`config.mk`:
```
export PLATFORM = sky130hd
export DESIGN_NAME = nes_joypad_port
export DESIGN_NICKNAME = d
export VERILOG_FILES = /design/src/rtl/nes_joypad_port.sv
export SDC_FILE = /design/constraint.sdc
export NUM_CORES = 1
export LEC_CHECK = 0
export ABC_AREA = 1
export BUFFER_PORTS_ARGS = -buffer_cell sky130_fd_sc_hd__buf_2
export CAP_MARGIN = 10
export CORE_MARGIN = 2
export CORE_UTILIZATION = 51
export DETAILED_ROUTE_END_ITERATION = 7
export PLACE_DENSITY = 0.76
export SYNTH_ARGS = -nofsm -noshare
export SYNTH_HDL_FRONTEND = slang
export SYNTH_SLANG_ARGS = --single-unit
```
`constraint.sdc`:
```
create_clock -name clk -period 2.6 [get_ports clk]
set_input_delay 0.52 -clock clk [delete_from_list [all_inputs] [get_ports clk]]
set_output_delay 0.52 -clock clk [all_outputs]
set_load 0.03 [all_outputs]
```
`src/rtl/nes_joypad_port.sv`:
```
// NES controller ports at $4016/$4017: HID keycodes drive player 1 through a
// stability filter, switches drive player 2; standard strobe/serial-shift reads.
module nes_joypad_port #(
  parameter int          STABLE_CYCLES = 16,
  parameter logic [7:0]  OPEN_BUS      = 8'h40
) (
  input  logic        clk,
  input  logic        reset,
  input  logic [31:0] keycodes,
  input  logic [7:0]  sw_p2,
  input  logic [15:0] cpu_addr,
  input  logic [7:0]  cpu_din,
  input  logic        cpu_we,
  input  logic        cpu_re,
  output logic [7:0]  cpu_dout,
  output logic        cpu_hit,
  output logic [7:0]  buttons_p1
);

  localparam int              CW      = $clog2(STABLE_CYCLES + 1);
  localparam logic [CW-1:0]   CNT_MAX = CW'(STABLE_CYCLES);

  // Pressing both opposing directions is cleared, as on a real pad's rocker.
  function automatic logic [7:0] lockout(input logic [7:0] b);
    logic [7:0] r;
    r = b;
    if (b[4] && b[5]) r[5:4] = 2'b00;
    if (b[6] && b[7]) r[7:6] = 2'b00;
    return r;
  endfunction

  function automatic logic key_down(input logic [31:0] k, input logic [7:0] code);
    return (k[7:0] == code) || (k[15:8] == code) ||
           (k[23:16] == code) || (k[31:24] == code);
  endfunction

  logic [31:0]   prev_keys;
  logic [CW-1:0] cnt;
  logic [7:0]    mapped;
  logic [7:0]    sw_reg;
  logic [7:0]    sr1;
  logic [7:0]    sr2;
  logic          strobe;
  logic          addr_4016;
  logic          addr_4017;
  logic          strobe_wr;
  logic          shift1;
  logic          shift2;
  logic          sel_bit;
  logic          keys_stable;
  logic          unused_din;

  assign unused_din = ^cpu_din[7:1];

  assign mapped = lockout({key_down(keycodes, 8'h07), key_down(keycodes, 8'h04),
                           key_down(keycodes, 8'h16), key_down(keycodes, 8'h1A),
                           key_down(keycodes, 8'h28), key_down(keycodes, 8'h2C),
                           key_down(keycodes, 8'h0D), key_down(keycodes, 8'h0E)});

  assign addr_4016 = (cpu_addr == 16'h4016);
  assign addr_4017 = (cpu_addr == 16'h4017);
  assign strobe_wr = cpu_we && addr_4016;

  // A read sharing its cycle with a write returns the pre-edge bit and does not shift.
  assign shift1 = cpu_re && addr_4016 && !cpu_we && !strobe;
  assign shift2 = cpu_re && addr_4017 && !cpu_we && !strobe;

  // Load on the edge the counter reaches the limit, and keep loading while saturated.
  assign keys_stable = (keycodes == prev_keys) &&
                       ((cnt == CNT_MAX - 1'b1) || (cnt == CNT_MAX));

  always_ff @(posedge clk) begin
    if (reset) begin
      prev_keys  <= 32'h0;
      cnt        <= '0;
      buttons_p1 <= 8'h00;
      sw_reg     <= 8'h00;
      strobe     <= 1'b0;
      sr1        <= 8'h00;
      sr2        <= 8'h00;
    end else begin
      prev_keys <= keycodes;
      if (keycodes != prev_keys) begin
        cnt <= '0;
      end else if (cnt != CNT_MAX) begin
        cnt <= cnt + 1'b1;
      end
      if (keys_stable) begin
        buttons_p1 <= mapped;
      end
      sw_reg <= lockout(sw_p2);
      if (strobe_wr) begin
        strobe <= cpu_din[0];
      end
      if (strobe) begin
        sr1 <= buttons_p1;
        sr2 <= sw_reg;
      end else begin
        if (shift1) sr1 <= {1'b1, sr1[7:1]};
        if (shift2) sr2 <= {1'b1, sr2[7:1]};
      end
    end
  end

  // With strobe held the port reports the live A button rather than the shifter.
  always_comb begin
    sel_bit = 1'b0;
    if (addr_4017) begin
      sel_bit = strobe ? sw_reg[0] : sr2[0];
    end else begin
      sel_bit = strobe ? buttons_p1[0] : sr1[0];
    end
  end

  assign cpu_hit  = cpu_re && (addr_4016 || addr_4017);
  assign cpu_dout = cpu_hit ? (OPEN_BUS | {7'b0, sel_bit}) : 8'h00;

endmodule

```
==> results.json, run 1 <==
{
  "fmax_mhz": 450,
  "vdd_drop_max_mv": 0.290,
  "grtUsageTotal_pct": 20.8,
  "cp-start-kind": "flop",
  "ys_types": 32,
  "finalPower_mw": 2.22,
  "yosysTopAreaCell": "dfxtp_1",
  "clock_latency_ns": 0.35,
  "ys_warn_count": 0,
  "fin_ws_ns": 0.376,
  "rr_worst_depth": 10,
  "die_h_um": 89.9,
  "area_delta_synth_final_pct": 15.9,
  "first_iter_violations": 96,
  "clkSinkCount": 70,
  "wirelength_um": 8160,
  "finalHoldViolations": 0,
  "grt_max_degree": 57,
  "leakagePower_nw": 2.16,
  "initial_core_util_pct": 52.1,
  "path_max_fanout": 15,
  "r2r_slack_ns": 0.86,
  "vias": 3600,
  "cts_max_level": 3,
  "slew_viol_final": 0,
  "grt_first_pass_wirelength_um": 13700,
  "timing.final.crit_share_pct": 85.6,
  "synthArstFlopShare_pct": 0,
  "synthCells": 587,
  "die_area_um2": 8070,
  "root_buffer": "clkbuf_8",
  "synth_commonest_cells": "144 x nand2_1, 120 x nor2_1, 90 x inv_1, 70 x dfxtp_1, 31 x nand3_1",
  "setup.worst_path.start": "strobe",
  "yosysSeqAreaShare_pct": 37.3,
  "r2r-start": "cnt[1]",
  "postCtsHoldBufs": 0,
  "path_clk_slew_ns": 0.08,
  "cp.arrival_ns": 1.70,
  "hold_slack_ns": 0.324,
  "yosysMostFrequentCell": "nand2_1",
  "core_um2": 7210,
  "ys_seq_elements": 70,
  "antennaDiodeCount": 0,
  "antenna_found_initial": 0,
  "max-slew-margin-rel_pct": 62.1,
  "nNetsFinal": 728,
  "die-width_um": 89.9,
  "worstSetupEndpointType": "output port",
  "cts_setup_buffers": 0,
  "outcome": "finished clean",
  "r2r-end": "buttons_p1[4]",
  "cts_resized": 0,
  "hp-class": "in2reg",
  "regMostFlops": "prev_keys",
  "gr-total-overflow": 0,
  "mappedNetlistArea_um2": 3760,
  "postRouteAntennaNets": 0,
  "finalSetupViolations": 0,
  "hpwlAfterDp_um": 6290,
  "gp_congestion": 0.882,
  "cp.required_ns": 2.08,
  "vias_per_cell": 4.73,
  "drv_cap": 0,
  "tightest_slew_ns": 0.569,
  "finClkSkew_ns": 0.0138,
  "rsz0062_at_grt": "false",
  "hp-start": "sw_p2[4]",
  "drc_errors": 0,
  "finalSetupTns_ns": 0,
  "fill_cells": 735,
  "grt_pass1_vias": 3208,
  "cts_tree": "built",
  "row_count": 31,
  "synth_edf_count": 0,
  "dp_slack_ns": 0.507,
  "crit_end": "cpu_dout[0]",
  "path_class": "reg2out",
  "io_pins": 85,
  "power_density_nw_per_um2": 510,
  "yosys_most_used_dff": "dfxtp_1",
  "dr.pass1.iters": 5,
  "synthTopCellsByArea": "dfxtp_1 37%, nand2_1 14%, nor2_1 12%, inv_1 9.0%, xnor2_1 4.9%",
  "port_buffers": 71,
  "syn_avg_cell_area_um2": 6.41,
  "post_drt_wl_per_cell_um": 10.7,
  "yosysTopAreaCellShare_pct": 37.3,
  "final_core_util_pct": 60.4,
  "final_layout_size_suffix_gt1_share_pct": 15.6,
  "largest_reg_flops": 32,
  "cts-buffers-inserted": 9,
  "min_period_ns": 2.22,
  "clockBufferDepth": 2
}
[worst max-delay path, cell delays in order (launching register included)]
cell and delay [ns]:
dfxtp_1 0.32, inv_1 0.33, a21boi_0 0.20, a21oi_1 0.18, o21a_1 0.14, buf_2 0.18
[metrics by stage]
step	area (um2)	cells
4_1_cts	4360	761
5_1_grt	4360	761
6_report	4360	761
3_5_place_dp	4170	746
2_1_floorplan	3780	592
3_3_place_gp	4170	746
[layer usage]
metal  share of wire (%)  vias up  global-route usage [%]
met3                 6.3       14                    5.36
met5                   0        -                       0
met2                  48       93                    35.4
met1                  44     1569                    25.6
li1                    -     1924                       -
met4                 1.9        0                    7.05
[cells in the final DEF (no fill, tap or decap), drive strengths merged]
cell type and n:
mux2 4, xor2 1, inv 91, nor3b 4, bufinv 1, nand2 149, dfxtp 70, or2 1
conb 6, nand4 20, xnor2 21, ha 2, nand3 32, nor3 8, o211ai 1, nor2b 2
buf 73, clkbuf 9, o21ai 19, a21boi 2, nor2 123, a21oi 15, o21a 2, clkinvlp 2
clkinv 4
[cells by family after synthesis]
kind of cell    synth area share (%)
compound gates                  5.52
xor+xnor                        5.12
other cells                   0.0997
fa+ha+maj                      0.665
buf+inv                         11.9
simple gates                    38.2
flops                           37.3
mux                             1.20
[where the power goes]
group / total (mW) / internal, mW / switching, mW
logic: 0.250 / 0.0964 / 0.154
registers: 1.12 / 1.10 / 0.0133
clock network: 0.857 / 0.435 / 0.421
total: 2.22 / 1.64 / 0.588
[layout make-up]
class | count | area (um2) | area share (%)
multi-input cells | 412 | 1930 | 44.3
flip-flops and latches | 70 | 1400 | 32.2
repair buffers | 73 | 370 | 8.50
inverters | 92 | 345 | 7.92
clock buffers | 9 | 124 | 2.84
well taps | 99 | 124 | 2.84
clock inverters | 6 | 63.8 | 1.46
[worst min path at each step]
stage / slack [ns] / end / cells after the start
floorplan: 0.44 / sr1[7] / 2
finish: 0.32 / sw_reg[5] / 2
detailed placement: 0.47 / sr1[7] / 2
CTS: 0.32 / sw_reg[5] / 2
global route: 0.33 / sw_reg[5] / 2
global placement: 0.46 / sr1[7] / 2
No activity file was read; power rests on OpenSTA's default activity.
==> run 2, diff against run 1 <==
--- a/config.mk
+++ b/config.mk
@@ -12,6 +12,7 @@
 export CORE_UTILIZATION = 51
 export DETAILED_ROUTE_END_ITERATION = 7
 export PLACE_DENSITY = 0.76
+export RECOVER_POWER = 100
 export SYNTH_ARGS = -nofsm -noshare
 export SYNTH_HDL_FRONTEND = slang
 export SYNTH_SLANG_ARGS = --single-unit
==> run 2 against run 1 <==
Largest power group unchanged. Critical path type unchanged. Clock power down 0.8%. Sequential power hardly changed. Cell area decreased by 0.86%. Final cell count unchanged. Clock-buffer cell count is the same. Maximum frequency increased by 1.9%. Power fell by 0.33%. Global-route usage stayed put. Via count is 0.14% higher. Worst hold slack improved by 0.0085 ns. Critical path depth unchanged.
==> results.json, run 2 (synthesis results as in run 1) <==
{
  "outcome": "finished clean",
  "path_class": "reg2out",
  "cp.arrival_ns": 1.66,
  "drc_errors": 0,
  "cts_setup_buffers": 0,
  "path_max_fanout": 15,
  "postCtsHoldBufs": 0,
  "placed_area_um2": 4170,
  "port_buffers": 71,
  "final_core_util_pct": 59.9,
  "rsz0062_at_grt": "false",
  "hpwlAfterDp_um": 6290,
  "hold_slack_ns": 0.332,
  "final_layout_size_suffix_gt1_share_pct": 13.3,
  "wirelength_um": 8170,
  "cpMaxStageDelayCell": "dfxtp_1",
  "post_drt_wl_per_cell_um": 10.7,
  "finalPower_mw": 2.22,
  "layout_commonest_cell": "nand2_1",
  "die_area_um2": 8070,
  "cts-buffers-inserted": 9,
  "cp-start-kind": "flop",
  "grt_max_degree": 57,
  "cpPeakStageDelay_ns": 0.32,
  "cp.required_ns": 2.08,
  "vias": 3605,
  "clockBufferDepth": 2,
  "nNetsFinal": 728,
  "hp-class": "in2reg",
  "grt_first_pass_wirelength_um": 13700,
  "final_cell_mix": "145 x nand2_1, 121 x nor2_1, 90 x inv_1",
  "grtUsageTotal_pct": 20.8,
  "finClkSkew_ns": 0.0105,
  "area_delta_synth_final_pct": 14.9,
  "dr.pass1.iters": 5,
  "die_h_um": 89.9,
  "postRouteAntennaNets": 0,
  "antenna_found_initial": 0,
  "path_clk_slew_ns": 0.08,
  "row_count": 31,
  "initial_core_util_pct": 52.1,
  "finalHoldViolations": 0,
  "cts_tree": "built",
  "cts_resized": 0,
  "drv_cap": 0,
  "min_period_ns": 2.18,
  "clkSinkCount": 70,
  "fmax_mhz": 458,
  "vias_per_cell": 4.74,
  "gr-total-overflow": 0,
  "root_buffer": "clkbuf_8",
  "vdd_drop_max_mv": 0.289,
  "tightest_slew_ns": 1.11,
  "finalSetupViolations": 0,
  "core_um2": 7210,
  "largest_reg_flops": 32,
  "clock_latency_ns": 0.35,
  "design_area_um2": 4320,
  "grt_pass1_vias": 3208,
  "cp_cell_sequence": "inv_1, a21boi_0, a21oi_1, o21a_1, buf_2",
  "io_pins": 85,
  "max-slew-margin-rel_pct": 26.3,
  "slew_viol_final": 0,
  "antennaDiodeCount": 0,
  "power_density_nw_per_um2": 513,
  "regMostFlops": "prev_keys",
  "first_iter_violations": 103,
  "cts_max_level": 3,
  "die-width_um": 89.9,
  "timing.final.crit_share_pct": 84.0,
  "leakagePower_nw": 2.11,
  "worstSetupEndpointType": "output port",
  "gp_congestion": 0.882,
  "finalSetupTns_ns": 0
}
run 2: changes by cell type in the layout (fill, tap and decap cells not counted), sizes merged:
cell    change
buf        -12
clkbuf     +12
run 2: power breakdown:
group          leakage, nW  internal (mW)  switching [mW]
combinational         1.44         0.0960           0.153
sequential           0.574           1.10          0.0133
clock               0.0911          0.435           0.415
run 2: worst paths after layout:
check,to,startpoint,slack [ns],cells after the start
worst max-delay path,cpu_dout[0],strobe,0.42,5
worst min-delay path,sw_reg[5],sw_p2[4],0.33,2
worst max register to register,buttons_p1[4],prev_keys[25],0.67,8
worst min register to register,sr2[7],sr2[7],0.48,2
run 2: routing by layer:
metal | GRT usage, % | wire length [um] | part of all wire, % | up-vias
met3 | 5.36 | 506 | 6.2 | 16
met1 | 25.6 | 3600 | 44 | 1571
met5 | 0 | 0 | 0 | -
li1 | - | - | - | 1920
met4 | 7.05 | 159 | 1.9 | 0
met2 | 35.4 | 3910 | 48 | 98
run 2: worst max-delay path, delay by kind of cell (launching register included):
family	cells	cell delay, ns
compound gates	3	0.50
buf+inv	2	0.49
flops	1	0.32
run 2: final cells by class:
class	instances	area (um2)
fill	743	2890
multi-input combinational	412	1910
sequential	70	1400
timing repair buffer	73	354
inverter	92	345
clock buffer	9	124
tap	99	124
clock inverter	6	63.8
run 2: metrics by stage:
step,setup WS (ns),std cells
2_1_floorplan,0.517,592
3_3_place_gp,0.517,746
3_5_place_dp,0.507,746
4_1_cts,0.378,761
5_1_grt,0.227,761
6_report,0.417,761
